$ cat config.mk
export PLATFORM = sky130hd
export DESIGN_NAME = oam_dma_arbiter_flat
export DESIGN_NICKNAME = d
export VERILOG_FILES = /design/src/rtl/oam_dma_arbiter_if.sv /design/src/rtl/oam_dma_arbiter.sv /design/src/flat_wrapper.sv
export SDC_FILE = /design/constraint.sdc
export NUM_CORES = 1
export LEC_CHECK = 0
export ABC_AREA = 0
export CORE_AREA = 2 2 83 53
export DETAILED_ROUTE_END_ITERATION = 10
export DIE_AREA = 0 0 85 55
export MAX_ROUTING_LAYER = met4
export PLACE_DENSITY = 0.82
export SLEW_MARGIN = 20
export SYNTH_ARGS = -nofsm -noshare
export SYNTH_HDL_FRONTEND = slang
export SYNTH_SLANG_ARGS = --single-unit
$ cat constraint.sdc
create_clock -name clock -period 5.45 [get_ports clock]
set_input_delay 0.545 -clock clock [delete_from_list [all_inputs] [get_ports clock]]
set_output_delay 0.545 -clock clock [all_outputs]
set_load 0.02 [all_outputs]
$ cat src/rtl/oam_dma_arbiter_if.sv
// Shared byte-wide memory bus bundle used on both sides of the sprite-DMA arbiter.
// The master drives address, write data and write enable; the slave returns read data.
interface oam_dma_arbiter_if;
  logic [15:0] address;
  logic [7:0]  o_data;
  logic        we;
  logic [7:0]  i_data;

  modport master (
    output address,
    output o_data,
    output we,
    input  i_data
  );

  modport slave (
    input  address,
    input  o_data,
    input  we,
    output i_data
  );
endinterface

$ cat src/rtl/oam_dma_arbiter.sv
// Sprite-DMA arbiter: shares the memory bus between the 6502 core and an engine
// that copies one 256-byte page to the PPU OAM data port after a trigger write.
// While the engine runs, the core is frozen through cpu_locked. Every register
// update is gated by pll_locked, so a low pll_locked freezes the whole transfer.
module oam_dma_arbiter #(
  parameter logic [15:0] TRIG_ADDR = 16'h4014,
  parameter logic [15:0] DST_ADDR  = 16'h2004
) (
  input  logic                  clock,
  input  logic                  resetn,
  input  logic                  pll_locked,
  oam_dma_arbiter_if.slave      cpu,
  oam_dma_arbiter_if.master     mem,
  output logic                  cpu_locked,
  output logic                  dma_busy
);

  typedef enum logic [1:0] {
    IDLE  = 2'd0,
    READ  = 2'd1,
    WRITE = 2'd2
  } state_t;

  state_t     state_r;
  state_t     state_s;
  logic [7:0] page_r;
  logic [7:0] page_s;
  logic [7:0] idx_r;
  logic [7:0] idx_s;
  logic [7:0] buf_r;
  logic [7:0] buf_s;
  logic       trigger_s;

  // A core write of the page number to the trigger address starts a transfer.
  assign trigger_s = cpu.we && (cpu.address == TRIG_ADDR);

  // Next-state and datapath register values; everything holds while pll_locked is low.
  always_comb begin
    state_s = state_r;
    page_s  = page_r;
    idx_s   = idx_r;
    buf_s   = buf_r;
    if (pll_locked) begin
      case (state_r)
        IDLE: begin
          if (trigger_s) begin
            state_s = READ;
            page_s  = cpu.o_data;
            idx_s   = 8'h00;
          end else begin
            state_s = IDLE;
          end
        end
        READ: begin
          buf_s   = mem.i_data;
          state_s = WRITE;
        end
        WRITE: begin
          // idx increments within the page only; the page byte never sees a carry.
          idx_s = idx_r + 8'd1;
          if (idx_r == 8'hFF) begin
            state_s = IDLE;
          end else begin
            state_s = READ;
          end
        end
        default: begin
          state_s = IDLE;
        end
      endcase
    end else begin
      state_s = state_r;
    end
  end

  // State and datapath registers with synchronous active-low reset.
  always_ff @(posedge clock) begin
    if (!resetn) begin
      state_r <= IDLE;
      page_r  <= 8'h00;
      idx_r   <= 8'h00;
      buf_r   <= 8'h00;
    end else begin
      state_r <= state_s;
      page_r  <= page_s;
      idx_r   <= idx_s;
      buf_r   <= buf_s;
    end
  end

  // Bus mux: the core owns the bus in IDLE, the engine in READ and WRITE.
  always_comb begin
    mem.address = cpu.address;
    mem.o_data  = cpu.o_data;
    mem.we      = cpu.we;
    case (state_r)
      IDLE: begin
        mem.address = cpu.address;
        mem.o_data  = cpu.o_data;
        mem.we      = cpu.we;
      end
      READ: begin
        mem.address = {page_r, idx_r};
        mem.o_data  = 8'h00;
        mem.we      = 1'b0;
      end
      WRITE: begin
        mem.address = DST_ADDR;
        mem.o_data  = buf_r;
        mem.we      = 1'b1;
      end
      default: begin
        mem.address = cpu.address;
        mem.o_data  = cpu.o_data;
        mem.we      = cpu.we;
      end
    endcase
  end

  // Read data always reaches the core directly; during DMA the core is frozen and ignores it.
  assign cpu.i_data = mem.i_data;

  // Core run enable and busy flag are decoded straight from the state register.
  assign cpu_locked = pll_locked & (state_r == IDLE);
  assign dma_busy   = (state_r != IDLE);

endmodule

$ cat src/flat_wrapper.sv
// flat-port wrapper written by rule: the top's interface ports become plain ports
module oam_dma_arbiter_flat 
#(
  parameter logic [15:0] TRIG_ADDR = 16'h4014,
  parameter logic [15:0] DST_ADDR  = 16'h2004
)
  (clock, resetn, pll_locked, cpu_locked, dma_busy, cpu_address, cpu_o_data, cpu_we, cpu_i_data, mem_address, mem_o_data, mem_we, mem_i_data);
  oam_dma_arbiter_if cpu_i ();
  oam_dma_arbiter_if mem_i ();
  input  logic clock;
  input  logic resetn;
  input  logic pll_locked;
  output logic cpu_locked;
  output logic dma_busy;
  input wire logic [$bits(cpu_i.address)-1:0] cpu_address;
  input wire logic [$bits(cpu_i.o_data)-1:0] cpu_o_data;
  input wire logic [$bits(cpu_i.we)-1:0] cpu_we;
  output wire logic [$bits(cpu_i.i_data)-1:0] cpu_i_data;
  output wire logic [$bits(mem_i.address)-1:0] mem_address;
  output wire logic [$bits(mem_i.o_data)-1:0] mem_o_data;
  output wire logic [$bits(mem_i.we)-1:0] mem_we;
  input wire logic [$bits(mem_i.i_data)-1:0] mem_i_data;
  assign cpu_i.address = cpu_address;
  assign cpu_i.o_data = cpu_o_data;
  assign cpu_i.we = cpu_we;
  assign cpu_i_data = cpu_i.i_data;
  assign mem_address = mem_i.address;
  assign mem_o_data = mem_i.o_data;
  assign mem_we = mem_i.we;
  assign mem_i.i_data = mem_i_data;
  oam_dma_arbiter #(.TRIG_ADDR(TRIG_ADDR), .DST_ADDR(DST_ADDR)) u_core (.clock(clock), .resetn(resetn), .pll_locked(pll_locked), .cpu(cpu_i), .mem(mem_i), .cpu_locked(cpu_locked), .dma_busy(dma_busy));
endmodule
=== Word-level counts from Yosys, hierarchy flattened ===
Index checks and enable logic that the tools add are counted.

* Flip-flop bits (word level): 26
* Bits of input ports: 36
* Output and inout bits: 35
* Word-level logic and storage cells: 26

* Add/sub/neg operators: 1
* Equality and inequality tests: 5
* Mux-type cells: 8
* Bitwise gates (word level): 1
* Reductions and logical operators: 7

{| class="wikitable"
|+ Operators with widths
! operator !! count
|-
| 16-bit one-hot mux with 2 select lines || 1
|-
| 8-bit one-hot mux with 2 select lines || 2
|-
| 16-bit by 15-bit == test with 1-bit output (second input constant) || 1
|-
| 8-bit by 1-bit adder with 8-bit output (second input constant) || 1
|-
| 8-bit == test (second input constant) || 1
|-
| 8-bit 2-to-1 mux || 1
|-
| 2-bit one-hot mux with 3 select lines || 1
|-
| 3-bit AND reduction || 2
|-
| 2-bit nonzero test || 2
|-
| 2-bit by 1-bit == test with 1-bit output (second input constant) || 1
|-
| 2-bit == test (second input constant) || 1
|-
| 2-bit zero test || 1
|-
| 1-bit 2-to-1 mux || 2
|-
| 2-bit by 1-bit inequality test with 1-bit output (second input constant) || 1
|-
| 1-bit one-hot mux with 2 select lines || 1
|-
| 2-bit AND reduction || 1
|-
| 1-bit AND || 1
|-
| 1-bit logical AND || 1
|}

=== Depth between registers and ports, before layout ===
* Word-level depth: 4
* Depth in mapped cells: 8
* Mapped depth without buffers: 7

=== Least setup slack after synthesis ===
OpenSTA, ideal clock, no wires.

* Kind: register -> output
* Start point: register u_core.state_r[0]
* End point: output mem_address[14]
* Arrival time: 1.675 ns
* Setup slack: 3.230 ns
* Stages on the path, launching flop included: 6
* Buffers on the path: 2
* Path through: dfxtp_1 > inv_1 > ha_1 > buf_1 > clkbuf_1 > o21ai_0

* Cells in the longest elaborated chain, start to end: 2
* Elaborated cells on any way between the ends: 3
* Those cells by class: eq/ne (2); mux (1)

{| class="wikitable"
|+ RTL lines
! element !! RTL line !! source
|-
| start, declared || oam_dma_arbiter.sv:24 || <nowiki>state_t state_r;</nowiki>
|-
| start signal, assigned || oam_dma_arbiter.sv:84 || <nowiki>state_r <= state_s;</nowiki>
|-
| 2-bit == test / 2-bit by 1-bit == test with 1-bit output (equally long branches) || oam_dma_arbiter.sv:96 || <nowiki>case (state_r)</nowiki>
|-
| 16-bit one-hot mux with 2 select lines (*) || oam_dma_arbiter.sv:96 ||
|-
| end, declared || flat_wrapper.sv:19 || <nowiki>output wire logic [$bits(mem_i.address)-1:0] mem_address;</nowiki>
|}

Every way passes the cells marked *; elsewhere a longest branch is shown, timed or not.

=== Worst setup path after layout ===
* Start point: register u_core.state_r[0]
* End point: output mem_we

* Cells in the longest elaborated chain, start to end: 2
* Elaborated cells on any way between the ends: 3
* Those cells by class: eq/ne (2); mux (1)

{| class="wikitable"
|+ RTL lines
! element !! RTL line !! source
|-
| 2-bit == test / 2-bit by 1-bit == test with 1-bit output (equally long branches) || oam_dma_arbiter.sv:96 ||
|-
| 1-bit one-hot mux with 2 select lines (*) || oam_dma_arbiter.sv:96 ||
|-
| end, declared || flat_wrapper.sv:21 || <nowiki>output wire logic [$bits(mem_i.we)-1:0] mem_we;</nowiki>
|}

Marked as above.

==> results_dict.tcl <==
set metrics [dict create \
    post-place-ws_ns 2.54 \
    drc 0 \
    final_common_cell "clkdlybuf4s50_1" \
    clk_path_buf_depth 2 \
    synth_simple_gate_area_frac 0.279 \
    postSynth.asyncResetShare 0 \
    clockPowerShare 0.363 \
    top_layer_used "met4" \
    ys_top_cells_by_area "dfxtp_1 30%, nand3_1 10%, o21ai_0 7.3%" \
    cts.sinks 26 \
    clock.fmax_mhz 307 \
    regArea_um2 520 \
    mostFrequentLayoutCells "70 x clkdlybuf4s50_1, 36 x nand3_1, 27 x inv_1, 26 x dfxtp_1, 25 x o21ai_0" \
    areaGrowthSynthToFinish_pct 41.8 \
    p_switching_w 0.000103 \
    finalCriticalPeriod_ns 3.26 \
    fin_hold_ws_ns 0.477 \
    avgViaCountPerCell 5.19 \
    cp.required_ns 4.91 \
    ir_drop_v 0.000108 \
    num_antenna_cells 0 \
    grt_pass1_wl_um 7530 \
    synth_cell_type_count 35 \
    yosysWarnings 0 \
    yosys.area.top_type "dfxtp_1" \
    core_um2 3940 \
    routed-via-count 1729 \
    cts_hold_buffers 0 \
    worst_slew_pin_slew_ns 1.05 \
    syn_nets 274 \
    cts_resized 0 \
    synth-xor-area-share 0 \
    synthFlopType "dfxtp_1" \
    fin_ws_ns 2.19 \
    cts_tree "built" \
    ys_seq_elements 26 \
    maxCapViolations 0 \
    dr_wl_met2_um 2110 \
    hold_viol_final 0 \
    switching_share 0.232 \
    fillCellCount 339 \
    grt_overflow 0 \
    synth_compound_area_frac 0.187 \
    chipHeight_um 55 \
    routed_wl_um 4800 \
    start_util 0.437 \
    drtIter0Drc 125 \
    cts_max_level 1 \
    multi_input_area_um2 980 \
    path_class "reg2out" \
    path_clk_slew_ns 0.09 \
    postCtsSetupRepairBufs 0 \
    arrival_ns 2.72 \
    p_comb_frac 0.207 \
    synth_edf_count 0 \
    critPathMaxFanout 29 \
    wl_met1_um 2310 \
    hpwl_um 3540 \
    postRouteAntennaNets 0 \
    synth_fa_ha_area_frac 0.0436 \
    status "completed" \
    clock_latency_ns 0.27 \
    wl_met3_um 372 \
    routabilityCongestion 0.767 \
    slew_headroom 0.296 \
    wl_per_cell_um 14.4 \
    fin_worst_skew_ns 0.00293 \
    hp-class "reg2reg" \
    numPortBuffers 70 \
    ios 71 \
    grt_pass1_vias 1566 \
    synth_top_family_by_area "simple AND/OR/NAND/NOR gates" \
    synth_area_um2 1720 \
    dr.pass1.iters 5 \
    die_x_um 85 \
    yosysTopAreaCellShare 0.302 \
    fin_tns_setup_ns 0 \
    cp-start-kind "register" \
    grt_max_degree 35 \
    synth.area.mux_share 0.0588 \
    antenna_found_initial 0 \
    cts_root_buf "clkbuf_8" \
    drive_gt1_frac 0.0495 \
    syn_inst 232 \
    fin_crit_sh 0.598 \
    die_area_um2 4680 \
    critPathCaptureType "primary output" \
    p_seq_frac 0.430 \
    num_rows 18 \
    track_usage 0.211 \
    p_int_w 0.000339 \
    nets 326 \
    report.final.slew_viol_count 0 \
    rsz0062_at_grt "false" \
    p_per_area_nw_per_um2 181 \
    yosysSeqAreaShare 0.302 \
    cellLeakagePower_nw 0.953 \
    numCtsBuffers 3 \
    setup_viol 0 \
    syn_area_per_cell_um2 7.43 \
]
-- cells by family (layout without fill, tap and decap cells) --
group           Yosys count  in the layout
compound gates           52             52
fa+ha+maj                 6              6
buf+inv                  51            102
flops                    26             26
mux                      10             10
simple gates             87             87
-- layout make-up --
type | count | area share
timing repair buffer | 71 | 0.290
inverter | 27 | 0.0415
clock buffer | 3 | 0.0169
tap | 50 | 0.0256
sequential | 26 | 0.213
clock inverter | 1 | 0.0123
multi-input combinational | 155 | 0.401
-- synthesized netlist by cell type, types with 2 or more instances --
| master | count |
|---|---|
| a21oi_1 | 9 |
| nand2_1 | 18 |
| ha_1 | 6 |
| o21ai_0 | 25 |
| nand3b_1 | 3 |
| buf_1 | 4 |
| inv_1 | 27 |
| o211ai_1 | 2 |
| and3_1 | 2 |
| buf_4 | 8 |
| nor2_1 | 6 |
| clkbuf_1 | 11 |
| a21boi_0 | 9 |
| mux2i_1 | 9 |
| nand3_1 | 36 |
| or3b_2 | 2 |
| nor2b_1 | 9 |
| nand2b_1 | 2 |
| dfxtp_1 | 26 |
| o22ai_1 | 3 |
-- routing by layer --
metal,global-route usage,vias up
met5,-,-
met4,0.0185,0
met3,0.0475,2
met2,0.339,68
met1,0.288,776
li1,-,883
-- path summary, 6_finish.rpt --
path	from	end	slack, ns	cells after the start
worst min-delay path	u_core.buf_r[2]	u_core.buf_r[2]	0.48	2
worst max-delay path	u_core.state_r[0]	mem_we	2.19	5
worst min register to register	u_core.buf_r[2]	u_core.buf_r[2]	0.48	2
worst max register to register	u_core.state_r[0]	u_core.idx_r[3]	3.14	6
-- flip-flops by register name (all words and copies together) (netlist names) --
signal	count
u_core.state_r	2
u_core.idx_r	8
u_core.buf_r	8
u_core.page_r	8
-- stage by stage --
step	total power, W	util	std cells	area, um2
finish	0.000442	0.620	333	2440
global route	0.000459	0.620	333	2440
CTS	0.000444	0.620	333	2440
detailed placement	0.000286	0.602	329	2370
global placement	0.000285	0.602	329	2370
floorplan	0.000232	-	232	1720
-- power groups by stage --
stage | clock network [W] | logic (W) | registers, W
after detailed placement | 0 | 0.0000914 | 0.000194
final | 0.000160 | 0.0000914 | 0.000190
after floorplan | 0 | 0.0000374 | 0.000194
after global routing | 0.000173 | 0.0000968 | 0.000190
after CTS | 0.000162 | 0.0000920 | 0.000190
after global placement | 0 | 0.0000910 | 0.000194
-- critical path, cell delays in order, from the launching register on --
cell and delay, ns:
dfxtp_1 0.42, inv_1 0.10, ha_1 0.66, buf_4 0.37
mux2_2 0.36, clkdlybuf4s50_1 0.53
Power figures use the tool's default switching activity.
